## src/rtl/sticky_cpu_core.sv

```systemverilog
// Sticky CPU core: 16-bit register machine fed 32-bit instructions over a byte-serial toggle bus.
// Each 8-transfer frame returns PC/acc status bytes, collects four instruction bytes, then executes.
module sticky_cpu_core (
    input  logic       sys_clk,
    input  logic       sys_rst,
    input  logic       sync_in,
    input  logic [7:0] data_in,
    output logic       sync_out,
    output logic [7:0] data_out
);

    logic        sync_m, sync_s, sync_prev;
    logic [7:0]  data_m, data_s;
    logic        edge_det;
    logic        vld_p0, vld_p1;
    logic [2:0]  cnt;
    logic [31:0] ir;
    logic [15:0] pc, acc;
    logic [15:0] v_reg [8];
    logic        flag_z, flag_c;

    logic [3:0]  op, rd, rs;
    logic [15:0] imm;
    logic [15:0] op_a, op_b;
    logic [16:0] alu_sum;
    logic        alu_en;
    logic [7:0]  status_byte;

    assign edge_det = sync_s != sync_prev;
    assign op  = ir[31:28];
    assign rd  = ir[27:24];
    assign rs  = ir[23:20];
    assign imm = ir[15:0];

    // Flags have no consumer yet; bits [19:16] of the instruction are reserved.
    logic unused_ok;
    assign unused_ok = &{1'b0, ir[19:16], flag_z, flag_c};

    always_comb begin
        op_a = 16'h0000;
        op_b = 16'h0000;
        if (rd < 4'd8)       op_a = v_reg[rd[2:0]];
        else if (rd == 4'd8) op_a = acc;
        if (rs < 4'd8)       op_b = v_reg[rs[2:0]];
        else if (rs == 4'd8) op_b = acc;

        alu_sum = 17'h00000;
        alu_en  = 1'b0;
        case (op)
            4'h3: begin alu_sum = {1'b0, op_a} + {1'b0, op_b}; alu_en = 1'b1; end
            4'h4: begin alu_sum = {1'b0, op_a} - {1'b0, op_b}; alu_en = 1'b1; end
            4'h5: begin alu_sum = {1'b0, op_a & op_b};         alu_en = 1'b1; end
            4'h6: begin alu_sum = {1'b0, op_a | op_b};         alu_en = 1'b1; end
            4'h7: begin alu_sum = {1'b0, op_a ^ op_b};         alu_en = 1'b1; end
            default: ;
        endcase
    end

    always_comb begin
        status_byte = 8'h00;
        case (cnt)
            3'd0:    status_byte = pc[7:0];
            3'd1:    status_byte = pc[15:8];
            3'd2:    status_byte = acc[7:0];
            default: status_byte = 8'h00;
        endcase
    end

    // Stage p0: synchronize, detect edge, advance frame and execute
    always_ff @(posedge sys_clk) begin
        if (sys_rst) begin
            sync_m    <= 1'b0;
            sync_s    <= 1'b0;
            sync_prev <= 1'b0;
            data_m    <= 8'h00;
            data_s    <= 8'h00;
            vld_p0    <= 1'b0;
            cnt       <= 3'd0;
            ir        <= 32'h0000_0000;
            pc        <= 16'h0000;
            acc       <= 16'h0000;
            flag_z    <= 1'b0;
            flag_c    <= 1'b0;
            for (int i = 0; i < 8; i++) v_reg[i] <= 16'h0000;
        end else begin
            sync_m    <= sync_in;
            sync_s    <= sync_m;
            sync_prev <= sync_s;
            data_m    <= data_in;
            data_s    <= data_m;
            vld_p0    <= edge_det;
            if (edge_det) begin
                cnt <= cnt + 3'd1;
                case (cnt)
                    3'd3: ir[7:0]   <= data_s;
                    3'd4: ir[15:8]  <= data_s;
                    3'd5: ir[23:16] <= data_s;
                    3'd6: ir[31:24] <= data_s;
                    3'd7: begin
                        if (op == 4'h1 || op == 4'h2) begin
                            if (rd < 4'd8)       v_reg[rd[2:0]] <= (op == 4'h1) ? imm : op_b;
                            else if (rd == 4'd8) acc            <= (op == 4'h1) ? imm : op_b;
                        end
                        if (alu_en) begin
                            acc    <= alu_sum[15:0];
                            flag_z <= alu_sum[15:0] == 16'h0000;
                            flag_c <= alu_sum[16];
                        end
                        pc <= (op == 4'h9) ? imm : pc + 16'd1;
                    end
                    default: ;
                endcase
            end
        end
    end

    // Stage p1: present the byte for the next transfer; stage p2: acknowledge
    always_ff @(posedge sys_clk) begin
        if (sys_rst) begin
            vld_p1   <= 1'b0;
            data_out <= 8'h00;
            sync_out <= 1'b0;
        end else begin
            vld_p1 <= vld_p0;
            if (vld_p0) data_out <= status_byte;
            if (vld_p1) sync_out <= ~sync_out;
        end
    end

endmodule

```

## config.mk

```make
export PLATFORM = sky130hd
export DESIGN_NAME = sticky_cpu_core
export DESIGN_NICKNAME = d
export VERILOG_FILES = /design/src/rtl/sticky_cpu_core.sv
export SDC_FILE = /design/constraint.sdc
export NUM_CORES = 1
export LEC_CHECK = 0
export BUFFER_PORTS_ARGS = -buffer_cell sky130_fd_sc_hd__buf_2
export CORE_MARGIN = 5
export CORE_UTILIZATION = 37
export CTS_CLUSTER_DIAMETER = 100
export CTS_CLUSTER_SIZE = 14
export DETAILED_ROUTE_END_ITERATION = 10
export PLACE_DENSITY = 0.56
export SYNTH_ARGS = -nofsm -noshare
export SYNTH_HDL_FRONTEND = slang
export SYNTH_SLANG_ARGS = --single-unit
export TNS_END_PERCENT = 1
```

## constraint.sdc

```tcl
create_clock -name sys_clk -period 3.95 [get_ports sys_clk]
set_input_delay 0.395 -clock sys_clk [delete_from_list [all_inputs] [get_ports sys_clk]]
set_output_delay 0.395 -clock sys_clk [all_outputs]
set_load 0.01 [all_outputs]
```

* After elaboration in Yosys (flattened, before gate mapping)
Memory sizes are Yosys's and may differ from the RTL's. A register that Yosys moved wholly into a read port is not among the register bits. Index checks and enable logic that the tools add are counted.
Cells by class: bitwise gates (word level) 4, add/subtract/negate cells 4, multiplexer cells 28, reductions and logical operators 12, magnitude comparators 2, equality and inequality tests 19
Operator list (number):
- $mux 16 | 11
- $pmux 16 s5 | 1
- $pmux 8 s3 | 1
- $add 16x1->16 const B | 1
- $add 16x16->16 | 1
- $and 16x16->16 | 1
- $eq 4x3->1 const B | 4
- $or 16x16->16 | 1
- $reduce_or 16->1 | 1
- $sub 16x16->16 | 1
- $xor 16x16->16 | 1
- $mux 3 | 5
- $eq 3x3->1 const B | 4
- $eq 4x4->1 const B | 3
- $mux 1 | 10
- $reduce_and 2->1 | 5
- $eq 4x2->1 const B | 2
- $lt 4x4->1 const B | 2
- $eq 3x2->1 const B | 2
- $reduce_and 5->1 | 1
- $reduce_or 5->1 | 1
- $eq 4x1->1 const B | 1
- $reduce_bool 2->1 | 2
- $add 3x1->3 const B | 1
- 6 further kinds | 6
Word-level totals: logic and storage cells 86, memory bits (writable) 128, flip-flop bits (word level) 97, memories kept 1, bits of input ports 11, output and inout bits 9
Memories:
- v_reg | depth 8, width 16, read ports 2, clocked after Yosys merged registers in 2, write ports 8, line 19 | logic [15:0] v_reg [8];

* Longest topological paths before layout
Gate-level depths: netlist (run 1).
word-level depth 9, depth in mapped cells 19, gate-level depth less buffers 17

* Worst setup path before layout (run 1)
OpenSTA, ideal clock, no wires.
path kind reg2reg, from register ir[23], to register acc[7], setup time 0.133 ns, stages on the path, launching flop included 19, arrival 3.578 ns, data required time 3.817 ns, setup slack 0.239 ns, period minus slack after synthesis 3.711 ns, path buffers 1, path through dfxtp_1 > buf_4 > nor4b_2 > nand2_1 > o21ai_1 > inv_1 > ha_1 > nor2_1 > a21oi_1 > inv_1 > ha_1 > nor2b_1 > o21ai_0 > a21boi_0 > o21ai_0 > a21oi_1 > xnor3_1 > a221oi_2 > a211oi_2
On the way: cells in the longest elaborated chain, start to end 8, elaborated cells on any way between the ends 15, classes of those cells add/sub: 2; order compare: 1; eq/ne: 1; mux: 8; bitwise: 3
RTL lines:
- from (decl) | line 17 | logic [31:0] ir;
- from (signal assigned) | line 97 | 3'd5: ir[23:16] <= data_s;
- parallel branches: the longest is 2 deep, another holds $lt 4x4->1
- $mux 16 (*) | line 44 | if (rs < 4'd8) op_b = v_reg[rs[2:0]];
- parallel branches: the longest is 4 deep, another holds $sub 16x16->16
- $mux 16 (*) | line 104 | if (alu_en) begin
- to (signal assigned) | line 102 | else if (rd == 4'd8) acc <= (op == 4'h1) ? imm : op_b;
- to (signal assigned) | line 105 | acc <= alu_sum[15:0];
- to (decl) | line 18 | logic [15:0] pc, acc;
Mark *: on every way between the ends. The select of a mux whose other input is x is not followed. A chain may end at the register's enable or synchronous reset.

==> results of run 1 <==
==> layout by cell type, fill, tap and decap left out, types with 5 or more instances in the layout <==
cell / n
edfxtp_1: 64
buf_4: 32
nand2b_1: 12
a22oi_1: 10
clkbuf_16: 18
nor3_1: 7
o21ai_0: 28
mux2_1: 6
ha_1: 31
nand3_1: 24
nor2_1: 142
o22ai_1: 11
nand2_1: 68
mux2_2: 11
o21a_1: 8
nor2b_1: 35
buf_2: 19
dfxtp_1: 90
mux4_2: 25
inv_1: 28
a21oi_1: 57
xnor2_1: 10
a211oi_1: 11
mux2i_1: 35
or3_1: 5
==> per-layer routing <==
layer  up-vias  part of all wire  routed length (um)
met3        23             0.040                 846
met1      2956              0.46                9790
met2       141              0.47               10000
met5         -                 0                   0
met4         0             0.020                 432
li1       2983                 -                   -
==> metrics by stage <==
| step | hold WS [ns] | utilization |
|---|---|---|
| 6_report | 0.170 | 0.426 |
| 5_1_grt | 0.172 | 0.426 |
| 4_1_cts | 0.157 | 0.426 |
| 3_5_place_dp | 0.420 | 0.399 |
| 3_3_place_gp | 0.418 | 0.399 |
| 2_1_floorplan | 0.414 | - |
==> cell families (layout without fill, tap and decap cells) <==
group | count (synthesis) | count (layout) | share of synthesized area
AND/OR/NAND/NOR | 318 | 318 | 0.177
AO/OA/AOI/OAI | 155 | 155 | 0.124
flip-flops | 155 | 155 | 0.454
buffers and inverters | 81 | 113 | 0.0409
multiplexers | 79 | 79 | 0.139
adder cells (fa/ha/maj) | 32 | 32 | 0.0494
XOR/XNOR | 13 | 13 | 0.0155
==> worst max-delay path by stage <==
stage	from	end	slack (ns)	depth (start not counted)
final	flop	acc[7]$_SDFFE_PP0P_	0.23	14
after CTS	flop	acc[7]$_SDFFE_PP0P_	0.07	17
after global placement	flop	acc[7]$_SDFFE_PP0P_	0.14	14
after floorplan	ir[23]$_SDFFE_PP0P_	acc[7]$_SDFFE_PP0P_	0.24	18
after global routing	flop	acc[7]$_SDFFE_PP0P_	0.01	17
after detailed placement	flop	acc[7]$_SDFFE_PP0P_	0.09	17
==> layout make-up <==
class	count	area share
clock buffers	19	0.0498
clock inverters	13	0.0137
inverters	29	0.0117
multi-input cells	597	0.447
flip-flops and latches	155	0.402
well taps	280	0.0376
repair buffers	52	0.0381
==> what timing repair did <==
item,CTS,global route
hold endpoints to repair,0,0
buffers inserted,0,0
gates resized for setup,0,2
endpoints found under the setup margin,0,2
==> report_power, final <==
part | internal, mW | switching [mW]
clock network | 0.938 | 0.711
registers | 1.70 | 0.0226
logic | 0.0773 | 0.115
total | 2.71 | 0.849
==> report_table.html, run 1 <==
<table>
<tr><th>Metric</th><th>Value</th></tr>
<tr><th colspan="2">Logic synthesis</th></tr>
<tr><td>Cells taking the most area after synthesis</td><td>edfxtp_1, dfxtp_1, mux4_2, nor2_1, ha_1</td></tr>
<tr><td>Most frequently used flop master after synthesis</td><td>dfxtp_1</td></tr>
<tr><td>Area share of the largest cell type after synthesis</td><td>0.233</td></tr>
<tr><td>Library cell with the largest summed area after synthesis</td><td>edfxtp_1</td></tr>
<tr><td>Number of warnings reported in the yosys synthesis log</td><td>0</td></tr>
<tr><td>Mapped Cells</td><td>approximately 830</td></tr>
<tr><td>Synthesized flop and latch total</td><td>approximately 160</td></tr>
<tr><td>Count leader, synth</td><td>nor2_1</td></tr>
<tr><td>Mapped Area</td><td>0.00825 mm^2</td></tr>
<tr><td>Synthesized Nets</td><td>slightly below 900</td></tr>
<tr><td>Distinct cell type count of the synthesized netlist</td><td>60</td></tr>
<tr><td>Number of enable flip-flop cells after synthesis</td><td>64</td></tr>
<tr><td>Most frequent cells after synthesis</td><td>nor2_1, dfxtp_1, nand2_1</td></tr>
<tr><td>Synth async-reset ratio</td><td>0</td></tr>
<tr><td>Register area share after synthesis</td><td>0.454</td></tr>
<tr><td>Average size of a mapped cell</td><td>9.91 um^2</td></tr>
<tr><th colspan="2">Timing</th></tr>
<tr><td>Total Neg Setup Slack</td><td>0 ns</td></tr>
<tr><td>Hold violation total from the final report</td><td>0</td></tr>
<tr><td>Worst slew slack as a fraction of its limit</td><td>0.314</td></tr>
<tr><td>Setup-violating endpoint count in the final report</td><td>0</td></tr>
<tr><td>Clock tree skew after final layout</td><td>0.0153 ns</td></tr>
<tr><td>Min Tclk post-route</td><td>between 3 and 4 ns</td></tr>
<tr><td>Fmax achieved</td><td>269 MHz</td></tr>
<tr><td>Final Max Tran Viols</td><td>0</td></tr>
<tr><td>Least-Margin Pin Slew</td><td>1.02 ns</td></tr>
<tr><td>Post-route clock period utilization</td><td>0.942</td></tr>
<tr><td>Crit path setup slack, layout</td><td>0.231 ns</td></tr>
<tr><td>Unrepaired setup endpoints after global routing</td><td>no</td></tr>
<tr><th colspan="2">CTS</th></tr>
<tr><td>Clk root buf</td><td>clkbuf_16</td></tr>
<tr><td>Clock tree from TritonCTS</td><td>done</td></tr>
<tr><td>Hold Buf Count CTS</td><td>0</td></tr>
<tr><td>Reg clk slew, reported paths</td><td>0.07 ns</td></tr>
<tr><td>Number of sinks on the clock net</td><td>155</td></tr>
<tr><td>Number of buffers on the longest clock path</td><td>2</td></tr>
<tr><td>Clock buffers created by TritonCTS</td><td>17</td></tr>
<tr><td>Clock latency on the worst-skew pair</td><td>roughly 0.43 ns</td></tr>
<tr><td>CTS H-tree lvls</td><td>4</td></tr>
<tr><th colspan="2">Setup path</th></tr>
<tr><td>Cell seen most often among critical-path stages</td><td>o21ai_0</td></tr>
<tr><td>Critical path data required time</td><td>4.25 ns</td></tr>
<tr><td>Cell breakdown of the critical path</td><td>buf_4, mux4_2, nor2_1, o31ai_2, o31ai_4, o21ai_0, xnor2_1, ha_1, or3_1, o21ai_0, a21oi_1, xnor3_1, a221oi_2, a211oi_2</td></tr>
<tr><td>Crit Reg-Reg Endpoint</td><td>acc[7]$_SDFFE_PP0P_</td></tr>
<tr><td>Number of cells on the worst reg-to-reg path</td><td>14</td></tr>
<tr><td>Category of the most critical setup path</td><td>flop to flop</td></tr>
<tr><td>Slowest stage cell on the critical path</td><td>mux4_2</td></tr>
<tr><td>Register-to-register path setup slack</td><td>0.23 ns</td></tr>
<tr><td>Endpoint arrival time on the critical path</td><td>4.02 ns</td></tr>
<tr><td>Critical Path Start Type</td><td>flop</td></tr>
<tr><td>Slowest Stage Delay on Critical Path</td><td>a little under 0.5 ns</td></tr>
<tr><td>Crit-path max FO</td><td>8</td></tr>
<tr><td>Count of buffering cells on the critical path with inverters included</td><td>1</td></tr>
<tr><td>CP delay by family, top</td><td>compound AO/OA/AOI/OAI gates</td></tr>
<tr><td>Endpoint type of the worst setup path</td><td>flop</td></tr>
<tr><th colspan="2">Placed design</th></tr>
<tr><td>Placed Cells</td><td>1,113</td></tr>
<tr><td>Routability-driven placement congestion ratio</td><td>0.908</td></tr>
<tr><td>Detailed Place HPWL</td><td>15.5 mm</td></tr>
<tr><td>Instance area after placement</td><td>0.00873 mm^2</td></tr>
<tr><td>Pre-CTS setup slack</td><td>0.0853 ns</td></tr>
<tr><td>Count of input and output buffers</td><td>19</td></tr>
<tr><th colspan="2">Hold path</th></tr>
<tr><td>Type of the tightest min-delay check</td><td>input pin to flop</td></tr>
<tr><td>WHS Path Cells</td><td>2</td></tr>
<tr><td>Hold EP</td><td>sync_m$_SDFF_PP0_</td></tr>
<tr><td>Critical hold path startpoint</td><td>sync_in</td></tr>
<tr><th colspan="2">Run</th></tr>
<tr><td>Max-capacitance violation count</td><td>0</td></tr>
<tr><th colspan="2">Global routing</th></tr>
<tr><td>Antenna violations before repair</td><td>0</td></tr>
<tr><td>Maximum number of pins on one net before global-route repair</td><td>just under 50</td></tr>
<tr><td>Congestion Overflow GR</td><td>0</td></tr>
<tr><td>Routing usage on met2</td><td>0.265</td></tr>
<tr><td>Wire length of the first global-routing pass</td><td>33.7 mm</td></tr>
<tr><td>Busiest metal layer after global routing</td><td>met2</td></tr>
<tr><td>M1 GR Usage</td><td>0.233</td></tr>
<tr><td>Vias in the first global route</td><td>approximately 5,900</td></tr>
<tr><td>Total GRT Usage</td><td>0.167</td></tr>
<tr><td>Routing usage on met3</td><td>0.0251</td></tr>
<tr><th colspan="2">Power and ir drop</th></tr>
<tr><td>PD cells</td><td>382 mW/mm^2</td></tr>
<tr><td>Maximum vdd ir drop</td><td>0.000251 V</td></tr>
<tr><td>Power Total</td><td>3.56 mW</td></tr>
<tr><td>Pleak</td><td>3.47 nW</td></tr>
<tr><th colspan="2">Floorplan</th></tr>
<tr><td>Total core area</td><td>0.0219 mm^2</td></tr>
<tr><td>Number of top-level pins</td><td>20</td></tr>
<tr><td>Floorplan die area</td><td>approximately 0.025 mm^2</td></tr>
<tr><td>Die width</td><td>159 um</td></tr>
<tr><td>Initial core utilization</td><td>0.377</td></tr>
<tr><td>Core Rows</td><td>54</td></tr>
<tr><td>DIE HEIGHT</td><td>between 150 and 200 um</td></tr>
<tr><th colspan="2">Drt</th></tr>
<tr><td>Wire length per cell</td><td>approximately 18 um</td></tr>
<tr><td>Count of unresolved DRC violations after routing</td><td>0</td></tr>
<tr><td>Initial DRC count</td><td>~480</td></tr>
<tr><td>Antenna violation net count after detailed routing</td><td>0</td></tr>
<tr><td>Detailed Routing Iterations Pass 1</td><td>5</td></tr>
<tr><td>Sum of routed wire length over all layers</td><td>between 20 and 25 mm</td></tr>
<tr><td>Routed via count</td><td>6,103</td></tr>
<tr><td>Per-cell via count in the routed design</td><td>approximately 5.3</td></tr>
<tr><th colspan="2">Layout</th></tr>
<tr><td>Post-synthesis to final-layout area growth</td><td>13.0%</td></tr>
<tr><td>Seq. cell area</td><td>0.00374 mm^2</td></tr>
<tr><td>Post-route cell area</td><td>0.00932 mm^2</td></tr>
<tr><td>Fraction of layout cells with a size suffix above 1</td><td>0.163</td></tr>
<tr><td>Net count of the finished layout</td><td>between 800 and 900</td></tr>
<tr><td>Antenna diodes</td><td>0</td></tr>
<tr><td>Number of fill cells in the layout</td><td>approximately 2,200</td></tr>
<tr><td>Non-filler instance count after layout</td><td>1,145</td></tr>
<tr><td>Area of the multi-input gates</td><td>about 0.0042 mm^2</td></tr>
<tr><td>Flip-flop count of the largest register after layout</td><td>64</td></tr>
<tr><th colspan="2">Run status</th></tr>
<tr><td>Outcome</td><td>finished, final reports clean</td></tr>
</table>
Note: power is estimated with default switching activity, not from simulation.
==> inputs of run 2 (changes only) <==
REMOVE_ABC_BUFFERS = 1   (was not set)
==> report_table.html, run 2 (synthesis results as in run 1) <==
<table>
<tr><th>Metric</th><th>Value</th></tr>
<tr><th colspan="2">Run status</th></tr>
<tr><td>Outcome</td><td>finished, final reports clean</td></tr>
<tr><th colspan="2">Placed design</th></tr>
<tr><td>Instance area after placement</td><td>0.00872 mm^2 (-0.14%)</td></tr>
<tr><td>Detailed Place HPWL</td><td>15.8 mm (+1.4%)</td></tr>
<tr><td>Routability-driven placement congestion ratio</td><td>0.878 (-3.3%)</td></tr>
<tr><td>Count of input and output buffers</td><td>19 (unchanged)</td></tr>
<tr><td>Pre-CTS setup slack</td><td>0.0465 ns (-0.0388 ns)</td></tr>
<tr><th colspan="2">CTS</th></tr>
<tr><td>Clk root buf</td><td>clkbuf_16</td></tr>
<tr><td>Clock latency on the worst-skew pair</td><td>0.43 ns (about the same)</td></tr>
<tr><td>Hold Buf Count CTS</td><td>0 (unchanged)</td></tr>
<tr><td>Clock tree from TritonCTS</td><td>done</td></tr>
<tr><td>Clock buffers created by TritonCTS</td><td>17 (unchanged)</td></tr>
<tr><td>Number of buffers on the longest clock path</td><td>2 (unchanged)</td></tr>
<tr><td>Reg clk slew, reported paths</td><td>0.06 ns (about the same)</td></tr>
<tr><td>Number of sinks on the clock net</td><td>155 (unchanged)</td></tr>
<tr><td>CTS H-tree lvls</td><td>4 (unchanged)</td></tr>
<tr><th colspan="2">Timing</th></tr>
<tr><td>Final Max Tran Viols</td><td>0 (unchanged)</td></tr>
<tr><td>Fmax achieved</td><td>277 MHz (+2.8%)</td></tr>
<tr><td>Total Neg Setup Slack</td><td>0 ns (unchanged)</td></tr>
<tr><td>Post-route clock period utilization</td><td>0.916 (-0.0259)</td></tr>
<tr><td>Crit path setup slack, layout</td><td>0.333 ns (+0.102 ns)</td></tr>
<tr><td>Setup-violating endpoint count in the final report</td><td>0 (unchanged)</td></tr>
<tr><td>Least-Margin Pin Slew</td><td>0.942 ns (-0.0785 ns)</td></tr>
<tr><td>Worst slew slack as a fraction of its limit</td><td>0.367 (+0.0528)</td></tr>
<tr><td>Min Tclk post-route</td><td>3.62 ns (-0.102 ns)</td></tr>
<tr><td>Clock tree skew after final layout</td><td>0.00522 ns (-0.0101 ns)</td></tr>
<tr><td>Hold violation total from the final report</td><td>0 (unchanged)</td></tr>
<tr><td>Unrepaired setup endpoints after global routing</td><td>no</td></tr>
<tr><th colspan="2">Drt</th></tr>
<tr><td>Count of unresolved DRC violations after routing</td><td>0 (unchanged)</td></tr>
<tr><td>Routed via count</td><td>6,111 (+0.13%)</td></tr>
<tr><td>Wire length per cell</td><td>19.1 um (+4.0%)</td></tr>
<tr><td>Initial DRC count</td><td>500 (+3.5%)</td></tr>
<tr><td>Per-cell via count in the routed design</td><td>5.35 (+0.31%)</td></tr>
<tr><td>Antenna violation net count after detailed routing</td><td>0 (unchanged)</td></tr>
<tr><td>Detailed Routing Iterations Pass 1</td><td>6 (+1)</td></tr>
<tr><td>Sum of routed wire length over all layers</td><td>21.9 mm (+3.8%)</td></tr>
<tr><th colspan="2">Layout</th></tr>
<tr><td>Post-synthesis to final-layout area growth</td><td>12.8%</td></tr>
<tr><td>Antenna diodes</td><td>0 (unchanged)</td></tr>
<tr><td>Flip-flop count of the largest register after layout</td><td>64 (unchanged)</td></tr>
<tr><td>Fraction of layout cells with a size suffix above 1</td><td>0.161 (-0.00194)</td></tr>
<tr><td>Net count of the finished layout</td><td>893 (-0.22%)</td></tr>
<tr><td>Top library cells by usage in the layout, fill and taps aside</td><td>nor2_1, dfxtp_1, nand2_1, edfxtp_1, a21oi_1</td></tr>
<tr><td>Leading cell type in the layout, fill and taps excluded</td><td>nor2_1</td></tr>
<tr><td>Post-route cell area</td><td>0.00931 mm^2 (-0.17%)</td></tr>
<tr><th colspan="2">Hold path</th></tr>
<tr><td>Type of the tightest min-delay check</td><td>input pin to flop</td></tr>
<tr><td>Critical hold path startpoint</td><td>data_in[1]</td></tr>
<tr><td>Hold EP</td><td>data_m[1]$_SDFF_PP0_</td></tr>
<tr><td>WHS Path Cells</td><td>2 (unchanged)</td></tr>
<tr><th colspan="2">Setup path</th></tr>
<tr><td>Slowest stage cell on the critical path</td><td>o31ai_2</td></tr>
<tr><td>Cell breakdown of the critical path</td><td>buf_4, mux4_2, nor2_1, o31ai_2, inv_1, a41oi_1, xnor2_1, ha_1, or3_1, o21ai_0, a21oi_1, xnor3_1, a221oi_2, a211oi_2</td></tr>
<tr><td>Crit-path max FO</td><td>8 (unchanged)</td></tr>
<tr><td>CP delay by family, top</td><td>compound AO/OA/AOI/OAI gates</td></tr>
<tr><td>Crit Reg-Reg Endpoint</td><td>acc[7]$_SDFFE_PP0P_</td></tr>
<tr><td>Register-to-register path setup slack</td><td>0.33 ns (+0.10 ns)</td></tr>
<tr><td>Count of buffering cells on the critical path with inverters included</td><td>2 (+1)</td></tr>
<tr><td>Endpoint type of the worst setup path</td><td>flop</td></tr>
<tr><td>Slowest Stage Delay on Critical Path</td><td>0.56 ns (+0.07 ns)</td></tr>
<tr><td>Category of the most critical setup path</td><td>flop to flop</td></tr>
<tr><td>Number of cells on the worst reg-to-reg path</td><td>14 (unchanged)</td></tr>
<tr><td>Endpoint arrival time on the critical path</td><td>3.90 ns (-0.12 ns)</td></tr>
<tr><td>Critical Path Start Type</td><td>flop</td></tr>
<tr><td>Critical path data required time</td><td>4.23 ns (-0.02 ns)</td></tr>
<tr><th colspan="2">Floorplan</th></tr>
<tr><td>DIE HEIGHT</td><td>159 um (unchanged)</td></tr>
<tr><td>Number of top-level pins</td><td>20 (unchanged)</td></tr>
<tr><td>Floorplan die area</td><td>0.0254 mm^2 (unchanged)</td></tr>
<tr><td>Die width</td><td>159 um (unchanged)</td></tr>
<tr><td>Total core area</td><td>0.0219 mm^2 (unchanged)</td></tr>
<tr><td>Core Rows</td><td>54 (unchanged)</td></tr>
<tr><td>Initial core utilization</td><td>0.377 (unchanged)</td></tr>
<tr><th colspan="2">Power and ir drop</th></tr>
<tr><td>Power Total</td><td>3.53 mW (-0.81%)</td></tr>
<tr><td>PD cells</td><td>380 mW/mm^2 (-0.63%)</td></tr>
<tr><td>Maximum vdd ir drop</td><td>0.000228 V (-9.2%)</td></tr>
<tr><td>Pleak</td><td>3.45 nW (-0.61%)</td></tr>
<tr><th colspan="2">Global routing</th></tr>
<tr><td>Wire length of the first global-routing pass</td><td>34.4 mm (+2.2%)</td></tr>
<tr><td>Antenna violations before repair</td><td>0 (unchanged)</td></tr>
<tr><td>Congestion Overflow GR</td><td>0 (unchanged)</td></tr>
<tr><td>Vias in the first global route</td><td>5,933 (-0.034%)</td></tr>
<tr><td>Maximum number of pins on one net before global-route repair</td><td>72 (+47%)</td></tr>
<tr><td>Total GRT Usage</td><td>0.173 (+0.00595)</td></tr>
<tr><th colspan="2">Run</th></tr>
<tr><td>Max-capacitance violation count</td><td>0 (unchanged)</td></tr>
</table>
==> run 2: cell count changes in the layout (fill, tap and decap cells not counted), sizes merged <==
cell      before  now
bufinv         1    0
clkinvlp       1    2
inv           35   32
clkbuf        19   22
buf           52   50
==> run 2: per-stage QoR <==
| step | hold WS (ns) | std cells | util |
|---|---|---|---|
| 2_1_floorplan | 0.414 | 781 | - |
| 3_3_place_gp | 0.425 | 1111 | 0.398 |
| 3_5_place_dp | 0.423 | 1111 | 0.398 |
| 4_1_cts | 0.161 | 1143 | 0.425 |
| 5_1_grt | 0.181 | 1143 | 0.425 |
| 6_report | 0.170 | 1143 | 0.425 |
==> run 2: layout make-up <==
class	instances	area, um^2
fillers	2156	12600
repair buffers	50	343
inverters	29	109
multi-input cells	597	4170
well taps	280	350
flip-flops and latches	155	3750
clock inverters	10	77.6
clock buffers	22	507
==> run 2: worst max-delay path by stage <==
stage,from,end,cells past startpoint
floorplan,flop,acc[7]$_SDFFE_PP0P_,17
global placement,flop,acc[7]$_SDFFE_PP0P_,17
detailed placement,flop,acc[7]$_SDFFE_PP0P_,17
CTS,flop,acc[7]$_SDFFE_PP0P_,17
global route,flop,acc[7]$_SDFFE_PP0P_,14
finish,flop,acc[7]$_SDFFE_PP0P_,14
==> run 2: what timing repair did <==
action                                  in CTS  in global routing
endpoints found under the setup margin       0                  4
buffers inserted                             0                  0
gates resized for setup                      0                  6
==> run 2: worst register-to-register path, stage by stage (launching register included) <==
cell      delay (ns)
dfxtp_4         0.39
buf_4           0.16
mux4_2          0.33
nor2_1          0.05
o31ai_2         0.56
inv_1           0.18
a41oi_1         0.30
xnor2_1         0.10
ha_1            0.22
or3_1           0.34
o21ai_0         0.08
a21oi_1         0.06
xnor3_1         0.37
a221oi_2        0.27
a211oi_2        0.07
==> run 2: metal layers <==
| metal | global-route usage | vias to the layer above | wire, um |
|---|---|---|---|
| met2 | 0.267 | 143 | 10100 |
| met4 | 0.0605 | 0 | 491 |
| met5 | 0 | - | 0 |
| met1 | 0.245 | 2954 | 10300 |
| met3 | 0.0282 | 32 | 991 |
| li1 | - | 2982 | - |
==> run 2: where the power goes <==
group	switching [mW]	internal (mW)	total [mW]
combinational	0.118	0.0773	0.196
sequential	0.0247	1.70	1.72
clock	0.694	0.921	1.62
